==> config.mk <==
export PLATFORM = sky130hd
export DESIGN_NAME = fetch_unit
export DESIGN_NICKNAME = d
export VERILOG_FILES = /design/src/rtl/fetch_unit.sv
export SDC_FILE = /design/constraint.sdc
export NUM_CORES = 1
export LEC_CHECK = 0
export ABC_CLOCK_PERIOD_IN_PS = 9600
export CELL_PAD_IN_SITES_DETAIL_PLACEMENT = 0
export CELL_PAD_IN_SITES_GLOBAL_PLACEMENT = 2
export CORE_MARGIN = 1
export CORE_UTILIZATION = 27
export DETAILED_ROUTE_END_ITERATION = 8
export PLACE_DENSITY_LB_ADDON = 0.1
export SYNTH_ARGS = -nofsm -noshare
export SYNTH_HDL_FRONTEND = slang
export SYNTH_SLANG_ARGS = --single-unit
export TNS_END_PERCENT = 100
==> constraint.sdc <==
create_clock -name clk -period 9.6 [get_ports clk]
set_input_delay 1.92 -clock clk [delete_from_list [all_inputs] [get_ports clk]]
set_output_delay 1.92 -clock clk [all_outputs]
set_load 0.03 [all_outputs]
==> src/rtl/fetch_unit.sv <==
// -----------------------------------------------------------------------------
// fetch_unit
//   Instruction-fetch / program-counter stage of the MIPS single-cycle core.
//   It fetches one instruction word from a memory that may insert wait states.
//   It holds that word stable for one execute cycle. It then advances the PC
//   from the controller's PCSrc/Jalr/branch decision and counts committed
//   instructions.
//
// Ports
//   clk, rst             : clock, synchronous active-high reset
//   imem_req/imem_addr   : fetch request and address (address == pc)
//   imem_ack/imem_rdata  : memory handshake and instruction word
//   inst, inst_valid     : latched instruction and execute-cycle strobe
//   PCSrc, Jalr, branch  : controller decision for the current inst
//   rs_data              : register read port 1, jr target
//   stall                : hold the execute cycle
//   pc, pc_plus4         : current instruction address and link value
//   retired              : committed instruction count (wraps)
// -----------------------------------------------------------------------------
module fetch_unit #(
    parameter logic [31:0] RESET_PC = 32'h0000_0000
) (
    input  logic        clk,
    input  logic        rst,
    output logic        imem_req,
    output logic [31:0] imem_addr,
    input  logic        imem_ack,
    input  logic [31:0] imem_rdata,
    output logic [31:0] inst,
    output logic        inst_valid,
    input  logic        PCSrc,
    input  logic        Jalr,
    input  logic        branch,
    input  logic [31:0] rs_data,
    input  logic        stall,
    output logic [31:0] pc,
    output logic [31:0] pc_plus4,
    output logic [31:0] retired
);

    typedef enum logic [0:0] {
        FETCH = 1'b0,
        EXEC  = 1'b1
    } state_t;

    state_t      state_r;
    state_t      next_state_s;
    logic [31:0] pc_r;
    logic [31:0] inst_r;
    logic [31:0] retired_r;
    logic [31:0] pc_plus4_s;
    logic [31:0] next_pc_s;
    logic        capture_s;
    logic        commit_s;
    logic        imem_req_s;
    logic        inst_valid_s;
    logic        unused_s;

    // Sign-extended 16-bit branch immediate, scaled to a byte offset.
    function automatic logic [31:0] branch_offset(input logic [15:0] imm);
        return {{14{imm[15]}}, imm, 2'b00};
    endfunction

    // jr targets are word aligned, so the low two register bits are dropped.
    assign unused_s = ^rs_data[1:0];

    assign pc_plus4_s = pc_r + 32'd4;

    // Next-PC selection: sequential, jr, branch, then j/jal region jump.
    always_comb begin
        next_pc_s = pc_plus4_s;
        if (!PCSrc) begin
            next_pc_s = pc_plus4_s;
        end else if (Jalr) begin
            next_pc_s = {rs_data[31:2], 2'b00};
        end else if (branch) begin
            next_pc_s = pc_plus4_s + branch_offset(inst_r[15:0]);
        end else begin
            next_pc_s = {pc_plus4_s[31:28], inst_r[25:0], 2'b00};
        end
    end

    // FSM next state and handshake outputs; rst masks the strobes immediately.
    always_comb begin
        next_state_s = state_r;
        imem_req_s   = 1'b0;
        inst_valid_s = 1'b0;
        capture_s    = 1'b0;
        commit_s     = 1'b0;
        case (state_r)
            FETCH: begin
                imem_req_s = ~rst;
                if (imem_ack) begin
                    capture_s    = 1'b1;
                    next_state_s = EXEC;
                end else begin
                    next_state_s = FETCH;
                end
            end
            EXEC: begin
                inst_valid_s = ~stall & ~rst;
                if (!stall) begin
                    commit_s     = 1'b1;
                    next_state_s = FETCH;
                end else begin
                    next_state_s = EXEC;
                end
            end
            default: begin
                next_state_s = FETCH;
            end
        endcase
    end

    // State, instruction latch, PC and retire counter; reset abandons any fetch.
    always_ff @(posedge clk) begin
        if (rst) begin
            state_r   <= FETCH;
            pc_r      <= RESET_PC;
            inst_r    <= 32'h0000_0000;
            retired_r <= 32'h0000_0000;
        end else begin
            state_r <= next_state_s;
            if (capture_s) begin
                inst_r <= imem_rdata;
            end
            if (commit_s) begin
                pc_r      <= next_pc_s;
                retired_r <= retired_r + 32'd1;
            end
        end
    end

    assign imem_req   = imem_req_s;
    assign imem_addr  = pc_r;
    assign inst       = inst_r;
    assign inst_valid = inst_valid_s;
    assign pc         = pc_r;
    assign pc_plus4   = pc_plus4_s;
    assign retired    = retired_r;

endmodule

==> results of run 1 <==
-- logic make-up (layout without fill, tap and decap cells) --
| family | Yosys count | count (layout) |
|---|---|---|
| muxes | 11 | 11 |
| DFF | 95 | 95 |
| buffers and inverters | 111 | 268 |
| xor gates and xnor gates | 73 | 73 |
| adders and majority gates | 38 | 38 |
| other | 1 | 7 |
| and+or+nand+nor | 346 | 346 |
| AOI/OAI and AO/OA | 268 | 268 |
-- final cells by class --
cell class	instances	area, um2
well taps	330	413
multi-input cells	742	4500
flip-flops and latches	95	1900
diodes	1	2.50
clock inverters	6	86.3
clock buffers	10	239
inverters	19	71.3
repair buffers	233	2300
fillers	2674	15700
-- routing by layer --
metal,GRT usage,vias to the layer above,share of wire
li1,-,3624,-
met1,0.270,3295,0.49
met2,0.323,180,0.45
met3,0.0335,18,0.046
met4,0.0493,0,0.011
met5,0,-,0
-- worst register-to-register path: cells and delay by family, from the launching register on --
family	cells	cell delay, ns
compound gates	7	1.73
simple gates	5	1.44
flops	1	0.58
xor+xnor	1	0.38
fa+ha+maj	1	0.35
mux	1	0.33
-- state kept, by name, indices dropped and copies added, names as in the netlist --
signal	flops
state_r	1
imem_addr	30
retired	32
inst	32
-- through the flow --
stage | hold WS [ns] | util | cells | instance area [um2]
final | 0.457 | 0.378 | 1436 | 9510
after detailed placement | 0.446 | 0.365 | 1419 | 9180
after global routing | 0.483 | 0.378 | 1435 | 9510
after floorplan | 0.478 | - | 948 | 6950
after global placement | 0.443 | 0.365 | 1419 | 9180
after CTS | 0.458 | 0.378 | 1435 | 9510
-- Yosys cell counts, types with 4 or more instances --
cell        n  share of area
xor2_1     47          0.059
nor3b_1     4         0.0043
buf_4      36          0.039
o31ai_1     6         0.0065
a22oi_1     4         0.0043
o21ai_0    59          0.043
a21oi_1   103          0.074
o22ai_1     4         0.0036
or3_1      14          0.013
nand3_1    33          0.024
nand2_1   133          0.072
a31oi_1    13          0.012
and3_1     16          0.014
clkbuf_1   48          0.026
xnor2_1    26          0.033
a21o_1     20          0.022
nor2b_1     9         0.0081
mux2i_1    10          0.014
ha_1       37          0.067
nand2b_1    6         0.0054
dfxtp_1    95           0.27
nor2_1     84          0.046
o221ai_1    4         0.0051
nand4_1    15          0.014
a211oi_1    8         0.0087
o211ai_1   13          0.014
o21a_1      7         0.0076
inv_1      18         0.0098
buf_1       5         0.0027
nor3_1     17          0.012
a311oi_1    5         0.0063
-- path summary, 6_finish.rpt --
| kind | startpoint | end | cells after the start |
|---|---|---|---|
| max | imem_addr[2]$_SDFFE_PP0P_ | pc_plus4[30] | 8 |
| min | inst[28]$_SDFFE_PP0P_ | inst[28]$_SDFFE_PP0P_ | 2 |
| max reg2reg | imem_addr[4]$_SDFFE_PP0P_ | imem_addr[24]$_SDFFE_PP0P_ | 15 |
| min reg2reg | inst[28]$_SDFFE_PP0P_ | inst[28]$_SDFFE_PP0P_ | 2 |
-- cell usage in the layout (no fill, tap or decap), types with 13 or more instances in the layout --
cell / instances
xnor2_1: 26
nand3_1: 33
nor3_1: 17
o21ai_0: 59
nand4_1: 15
a21o_1: 20
ha_1: 37
a31oi_1: 13
clkdlybuf4s50_1: 222
nor2_1: 84
inv_1: 18
o211ai_1: 13
a21oi_1: 103
dfxtp_1: 95
and3_1: 16
nand2_1: 133
xor2_1: 47
or3_1: 14
-- power breakdown --
part           switching (mW)  internal [mW]  total, mW  leakage, nW
Combinational           0.149          0.102      0.251         2.69
Sequential             0.0176          0.407      0.424        0.772
Clock                   0.190          0.217      0.407        0.160
==> reports/results.tsv, run 1 <==
metric	value	unit
Peak supply drop	0.0000906	V
RD Place Congestion	0.822	
Final Max Tran Viols	0	
Detailed Routing Iterations Pass 1	5	
Slew headroom	0.300	
fin worst setup slack	3.69	ns
share of cells above drive strength 1	0.0317	
CTS max path bufs	2	
pin count of the biggest net entering global routing	59	
GRT overflow	0	
Worst-path clk slew	0.08	ns
Num CTS Buffers	9	
post-synthesis sequential area ratio	0.275	
wirelength, routed	26000	um
Initial DRC Count	306	
P&R area growth vs syn	37.3	%
PortBufs	224	
die area	0.0263	mm2
# nets final	1209	
Crit path largest cell delay	0.75	ns
min Tclk post-route	5.91	ns
post-synthesis cell count	943	
via/cell ratio	4.96	
vias in the first global route	6890	
leakage dissipation	3.62	nW
worst-skew pair later-pin latency	0.36	ns
CP cell instances	ha_1, nand4_2, or3_4, or3_1, nor2_1, and3_1, xor2_1, clkdlybuf4s50_1	
first-pass GRT wire length	40300	um
period utilization	0.616	
Synth Cell Area	0.00693	mm2
wire per inst	18.1	um
crit path DAT	3.99	ns
Post-Place Setup Slack	3.78	ns
initial antenna violation count	1	
Die H	162	um
Resize count post-CTS	0	
CTS tree	built	
Synth Area per Inst	7.35	um2
Worst setup EP type	output pin	
Critical-path top delay cell	clkdlybuf4s50_1	
Cell Pwr Density	114	mW/mm2
crit path max fanout	8	
Post-CTS Hold Buffers	0	
post-synthesis adder-cell area fraction	0.0697	
asr flop ratio synth	0	
unrepaired setup endpoints after global routing	no	
largest family of logic cells by synthesized area	compound AO/OA/AOI/OAI gates	
setup TNS	0	ns
Placeable Area	0.0252	mm2
Final ANT Viol Nets	0	
DRC errors left	0	
CP Launch Type	register	
post-synthesis compound-gate area fraction	0.235	
number of post-CTS setup repair buffers	0	
Std-Cell Rows	58	
Max Fclk	169	MHz
Post-synth EDFFs	0	
Tightest Pin Transition	1.05	ns
Max Cap Viol	0	
Worst EP required	7.68	ns
Worst Hold Class	register to register	
status	complete, no violations	
Synth warnings	0	
WP buf/inv	1	
H-tree depth	3	
TritonCTS Sinks	95	
vias	7117	
R2R Setup Slk	4.74	ns
Root Buffer Master	clkbuf_16	
Crit Path Category	register to output pin	
Netlist cell types	61	
gr usage total	0.198	
Power, Total	1.08	mW
Synth Flop Type	dfxtp_1	
Boundary Pins	233	
die width	162	um
Post-Synth XOR/XNOR Area	0.0923	
multiplexer share of the synthesized area	0.0161	
simple logic cell fraction of the synthesized area	0.231	
post-detail-place hpwl	18800	um
Yosys reg bits	95	
Final setup viols	0	
Top Family by Delay on Critical Path	simple AND/OR/NAND/NOR gates	
Starting Density	0.275	
Fin. Hold Viols	0	
Layout Skew	0.0105	ns
(Power assumes the default switching activity.)
==> run 2, diff against run 1 <==
--- a/config.mk
+++ b/config.mk
@@ -5,11 +5,11 @@
 export SDC_FILE = /design/constraint.sdc
 export NUM_CORES = 1
 export LEC_CHECK = 0
-export ABC_CLOCK_PERIOD_IN_PS = 9600
+export ABC_CLOCK_PERIOD_IN_PS = 4800
 export CELL_PAD_IN_SITES_DETAIL_PLACEMENT = 0
 export CELL_PAD_IN_SITES_GLOBAL_PLACEMENT = 2
 export CORE_MARGIN = 1
-export CORE_UTILIZATION = 27
+export CORE_UTILIZATION = 23
 export DETAILED_ROUTE_END_ITERATION = 8
 export PLACE_DENSITY_LB_ADDON = 0.1
 export SYNTH_ARGS = -nofsm -noshare
==> constraint.sdc (replaced) <==
create_clock -name clk -period 4.8 [get_ports clk]
set_input_delay 0.96 -clock clk [delete_from_list [all_inputs] [get_ports clk]]
set_output_delay 0.96 -clock clk [all_outputs]
set_load 0.03 [all_outputs]
==> run 2 against run 1 <==
  * Sequential power rose by 100%
  * Sequential share of layout area fell by 0.36 points
  * Via count rose by 2.0%
  * Cell count rose by 5.2%
  * Worst hold slack improved by 0.0052 ns
  * Combinational power rose by 110%
  * Register-to-register slack got worse by 4.4 ns
  * Power rose by 99%
  * Global-route usage fell by 1.7 points
  * Wire length rose by 7.9%
  * Clock skew barely moved
  * First-iteration DRC count rose by 45%
  * Critical path type unchanged
  * Largest cell class unchanged
==> reports/results.tsv, run 2 (synthesized netlist as in run 1, its figures left out) <==
metric	value	unit
CP Launch Type	register	
Worst R2R End	imem_addr[31]$_SDFFE_PP0P_	
Boundary Pins	233	
worst-skew pair later-pin latency	0.36	ns
Initial DRC Count	445	
min-delay src	inst[29]$_SDFFE_PP0P_	
wirelength, routed	28100	um
Die H	176	um
TritonCTS Sinks	95	
GRT overflow	0	
Fin. Hold Viols	0	
vias	7261	
crit path max fanout	6	
Num CTS Buffers	9	
status	complete, no violations	
leakage dissipation	3.69	nW
post-detail-place hpwl	20700	um
Std-Cell Rows	63	
Final Max Tran Viols	0	
fin worst setup slack	0.250	ns
Tightest Pin Transition	0.851	ns
R2R depth	16	
RD Place Congestion	0.834	
# nets final	1223	
Final setup viols	0	
Final ANT Viol Nets	0	
Worst Hold Class	register to register	
Slew headroom	0.431	
setup TNS	0	ns
die width	176	um
Hold WS	0.462	ns
WHS Path Cells	2	
Worst-path clk slew	0.08	ns
Layout Skew	0.0109	ns
R2R Setup Slk	0.35	ns
CTS max path bufs	2	
unrepaired setup endpoints after global routing	no	
Crit Path Category	register to output pin	
DR WL met3	1290	um
Root Buffer Master	clkbuf_16	
die area	0.0308	mm2
Power, Total	2.16	mW
Max Cap Viol	0	
Detailed Routing Iterations Pass 1	5	
crit path DAT	3.59	ns
worst reg2reg startpoint	imem_addr[2]$_SDFFE_PP0P_	
Starting Density	0.234	
via/cell ratio	4.81	
most frequent cells in the layout	clkdlybuf4s50_1, nand2_1, a21oi_1	
vias in the first global route	7050	
Hold EP	inst[29]$_SDFFE_PP0P_	
Worst EP required	3.84	ns
H-tree depth	3	
CTS tree	built	
DRC errors left	0	
period utilization	0.948	
Placeable Area	0.0296	mm2
min Tclk post-route	4.55	ns
commonest non-fill, non-tap cell in the layout	clkdlybuf4s50_1	
gr usage total	0.181	
met1 WL	13300	um
Worst setup EP type	output pin	
first-pass GRT wire length	42900	um
initial antenna violation count	2	
P&R area growth vs syn	39.8	%
Post-CTS Hold Buffers	0	
pin count of the biggest net entering global routing	58	
Peak supply drop	0.000139	V
Max Fclk	220	MHz
Cell Pwr Density	223	mW/mm2
Post-Place Setup Slack	0.338	ns
share of cells above drive strength 1	0.0438	
wire per inst	18.6	um
wire length on met2	13300	um
top layer in use	met5	
PortBufs	224	
[run 2: repair_timing]
item,in CTS,in global routing
resized for setup,1,0
setup buffers,0,0
setup endpoints to repair,1,0
[run 2: layout make-up]
class,instances,area (um2)
diodes,1,2.50
clock buffers,9,225
clock inverters,7,93.8
fillers,3260,20000
inverters,19,71.3
multi-input cells,742,4500
flip-flops and latches,95,1900
well taps,390,488
repair buffers,247,2410
[run 2: layer usage]
metal,global-route usage,vias to the layer above
met4,0.0304,2
met2,0.304,181
met3,0.0340,11
met5,0,-
li1,-,3649
met1,0.243,3418
[run 2: report_power, final]
group | switching (mW) | total, mW | internal (mW)
registers | 0.0338 | 0.847 | 0.813
clock network | 0.416 | 0.795 | 0.379
logic | 0.306 | 0.515 | 0.209
[run 2: how the worst max path moves through the flow]
| stage | start | end | slack [ns] | cells past startpoint |
|---|---|---|---|---|
| 3_5_place_dp | imem_addr[2]$_SDFFE_PP0P_ | imem_addr[31]$_SDFFE_PP0P_ | 0.34 | 16 |
| 4_1_cts | imem_addr[2]$_SDFFE_PP0P_ | pc_plus4[26] | 0.19 | 8 |
| 2_1_floorplan | imem_addr[2]$_SDFFE_PP0P_ | imem_addr[31]$_SDFFE_PP0P_ | 0.10 | 18 |
| 6_report | imem_addr[2]$_SDFFE_PP0P_ | pc_plus4[26] | 0.25 | 8 |
| 5_1_grt | imem_addr[2]$_SDFFE_PP0P_ | pc_plus4[26] | 0.008 | 8 |
| 3_3_place_gp | imem_addr[2]$_SDFFE_PP0P_ | imem_addr[31]$_SDFFE_PP0P_ | 0.36 | 17 |
[run 2: worst max-delay path: stages (launching register included)]
cell and delay, ns:
dfxtp_1 0.34, ha_1 0.29, nand4_2 0.22, or3_4 0.50
or3_1 0.53, nor2_1 0.19, nand2_1 0.08, xnor2_1 0.33
clkdlybuf4s50_1 0.74
[run 2: through the flow]
stage               instances   util  cell area [um2]
detailed placement       1493  0.316             9360
global placement         1493  0.316             9360
CTS                      1509  0.327             9680
floorplan                 948      -             6950
global route             1509  0.327             9680
finish                   1510  0.327             9680
==> run 3, diff against run 2 <==
--- a/config.mk
+++ b/config.mk
@@ -12,6 +12,8 @@
 export CORE_UTILIZATION = 23
 export DETAILED_ROUTE_END_ITERATION = 8
 export PLACE_DENSITY_LB_ADDON = 0.1
+export RECOVER_POWER = 50
+export SETUP_SLACK_MARGIN = 0.2
 export SYNTH_ARGS = -nofsm -noshare
 export SYNTH_HDL_FRONTEND = slang
 export SYNTH_SLANG_ARGS = --single-unit
==> run 3 against run 2 <==
  * The flow now finishes with violations (max-capacitance violations, max-slew violations)
  * Register-to-register slack improved by 0.11 ns
  * Global-route usage fell by 0.074 points
  * Final area rose by 0.70%
  * Die area did not move
  * Cell count rose by 0.26%
  * Critical path type unchanged
  * Critical endpoint is now pc_plus4[30]
==> reports/results.tsv, run 3 (synthesized netlist as in run 1, its figures left out) <==
metric	value	unit
Slew headroom	-0.331	
Initial DRC Count	309	
Worst R2R End	imem_addr[31]$_SDFFE_PP0P_	
failing checks	max-capacitance violations, max-slew violations	
R2R Setup Slk	0.46	ns
worst-skew pair later-pin latency	0.36	ns
WP buf/inv	1	
leakage dissipation	4.01	nW
Finished Core Util	0.329	
PortBufs	224	
Detailed Routing Iterations Pass 1	4	
post-detail-place hpwl	20500	um
Post-Place Setup Slack	0.380	ns
WHS Path Cells	2	
wire per inst	18.4	um
Final Max Tran Viols	70	
setup TNS	0	ns
H-tree depth	3	
TritonCTS Sinks	95	
R2R depth	16	
status	finished with violations	
wirelength, routed	27900	um
Tightest Pin Transition	2.00	ns
commonest non-fill, non-tap cell in the layout	clkdlybuf4s50_1	
CP Launch Type	register	
pin count of the biggest net entering global routing	58	
Worst Hold Class	register to register	
Placeable Area	0.0296	mm2
Root Buffer Master	clkbuf_16	
first-pass GRT wire length	42700	um
CTS max path bufs	2	
Std-Cell Rows	63	
most frequent cells in the layout	clkdlybuf4s50_1, nand2_1, a21oi_1	
crit path max fanout	6	
Layout Skew	0.0183	ns
unrepaired setup endpoints after global routing	yes	
Worst EP required	3.84	ns
Num CTS Buffers	9	
die area	0.0308	mm2
DRC errors left	0	
gr usage total	0.181	
vias in the first global route	7112	
fillers	3271	
die width	176	um
Final ANT Viol Nets	0	
Max Cap Viol	2	
CTS tree	built	
Post-CTS Hold Buffers	0	
min Tclk post-route	4.41	ns
period utilization	0.919	
Power, Total	2.14	mW
Crit path largest cell delay	0.52	ns
min-delay src	inst[30]$_SDFFE_PP0P_	
Starting Density	0.234	
CP cell instances	ha_1, nand4_2, or3_4, or3_1, nor2_1, and3_1, xor2_1, dlygate4sd2_1	
crit path DAT	3.45	ns
Boundary Pins	233	
Crit Path Category	register to output pin	
share of cells above drive strength 1	0.0508	
Max Fclk	227	MHz
fin area	0.00975	mm2
worst reg2reg startpoint	imem_addr[3]$_SDFFE_PP0P_	
P&R area growth vs syn	40.8	%
Worst setup EP type	output pin	
Cell Pwr Density	220	mW/mm2
Worst-path clk slew	0.09	ns
initial antenna violation count	2	
Hold EP	inst[30]$_SDFFE_PP0P_	
Final setup viols	0	
# nets final	1227	
GRT overflow	0	
number of post-CTS setup repair buffers	0	
placed inst area	0.00941	mm2
Peak supply drop	0.000144	V
Fin. Hold Viols	0	
RD Place Congestion	0.807	
vias	7184	
Critical-path top delay cell	or3_1	
fin worst setup slack	0.391	ns
Die H	176	um
via/cell ratio	4.75	
Top Family by Delay on Critical Path	simple AND/OR/NAND/NOR gates	
==> run 3: worst max-delay path by stage <==
stage,depth (start not counted),from,endpoint
2_1_floorplan,18,imem_addr[2]$_SDFFE_PP0P_,imem_addr[31]$_SDFFE_PP0P_
4_1_cts,7,imem_addr[3]$_SDFFE_PP0P_,pc_plus4[28]
3_3_place_gp,16,imem_addr[2]$_SDFFE_PP0P_,imem_addr[31]$_SDFFE_PP0P_
6_report,8,imem_addr[3]$_SDFFE_PP0P_,pc_plus4[30]
5_1_grt,16,imem_addr[3]$_SDFFE_PP0P_,imem_addr[31]$_SDFFE_PP0P_
3_5_place_dp,16,imem_addr[2]$_SDFFE_PP0P_,imem_addr[31]$_SDFFE_PP0P_
==> run 3: what timing repair did <==
item	in CTS	in global routing
cloned	0	0
pin swaps	0	0
gates resized for setup	1	6
endpoints found under the setup margin	1	7
==> run 3: layer usage <==
metal,GRT usage,share of wire,vias up
met4,0.0384,0.0094,2
li1,-,-,3655
met1,0.243,0.48,3347
met2,0.299,0.46,165
met5,0,0.00047,-
met3,0.0331,0.047,15
==> run 3: through the flow <==
step	std cells	hold WS, ns
6_report	1514	0.460
5_1_grt	1514	0.484
4_1_cts	1513	0.469
3_5_place_dp	1497	0.452
3_3_place_gp	1497	0.448
2_1_floorplan	948	0.478
==> run 3: cell type report <==
cell class	instances	area, um2	share of cell area
antenna	1	2.50	0.000257
sequential	95	1900	0.195
timing repair buffer	251	2440	0.250
inverter	19	71.3	0.00731
clock inverter	7	93.8	0.00962
clock buffer	9	225	0.0231
multi-input combinational	742	4530	0.465
tap	390	488	0.0500
==> run 3: report_power, final <==
| group | total [mW] | internal, mW | switching (mW) | leakage (nW) |
|---|---|---|---|---|
| logic | 0.510 | 0.201 | 0.309 | 3.08 |
| clock network | 0.789 | 0.379 | 0.410 | 0.154 |
| registers | 0.844 | 0.814 | 0.0302 | 0.772 |
| total | 2.14 | 1.39 | 0.749 | 4.01 |
==> run 3: tightest hold or removal path, cell delays in order, from the launching register on <==
cell	delay (ns)
dfxtp_1	0.32
nand2_1	0.05
a21oi_1	0.05
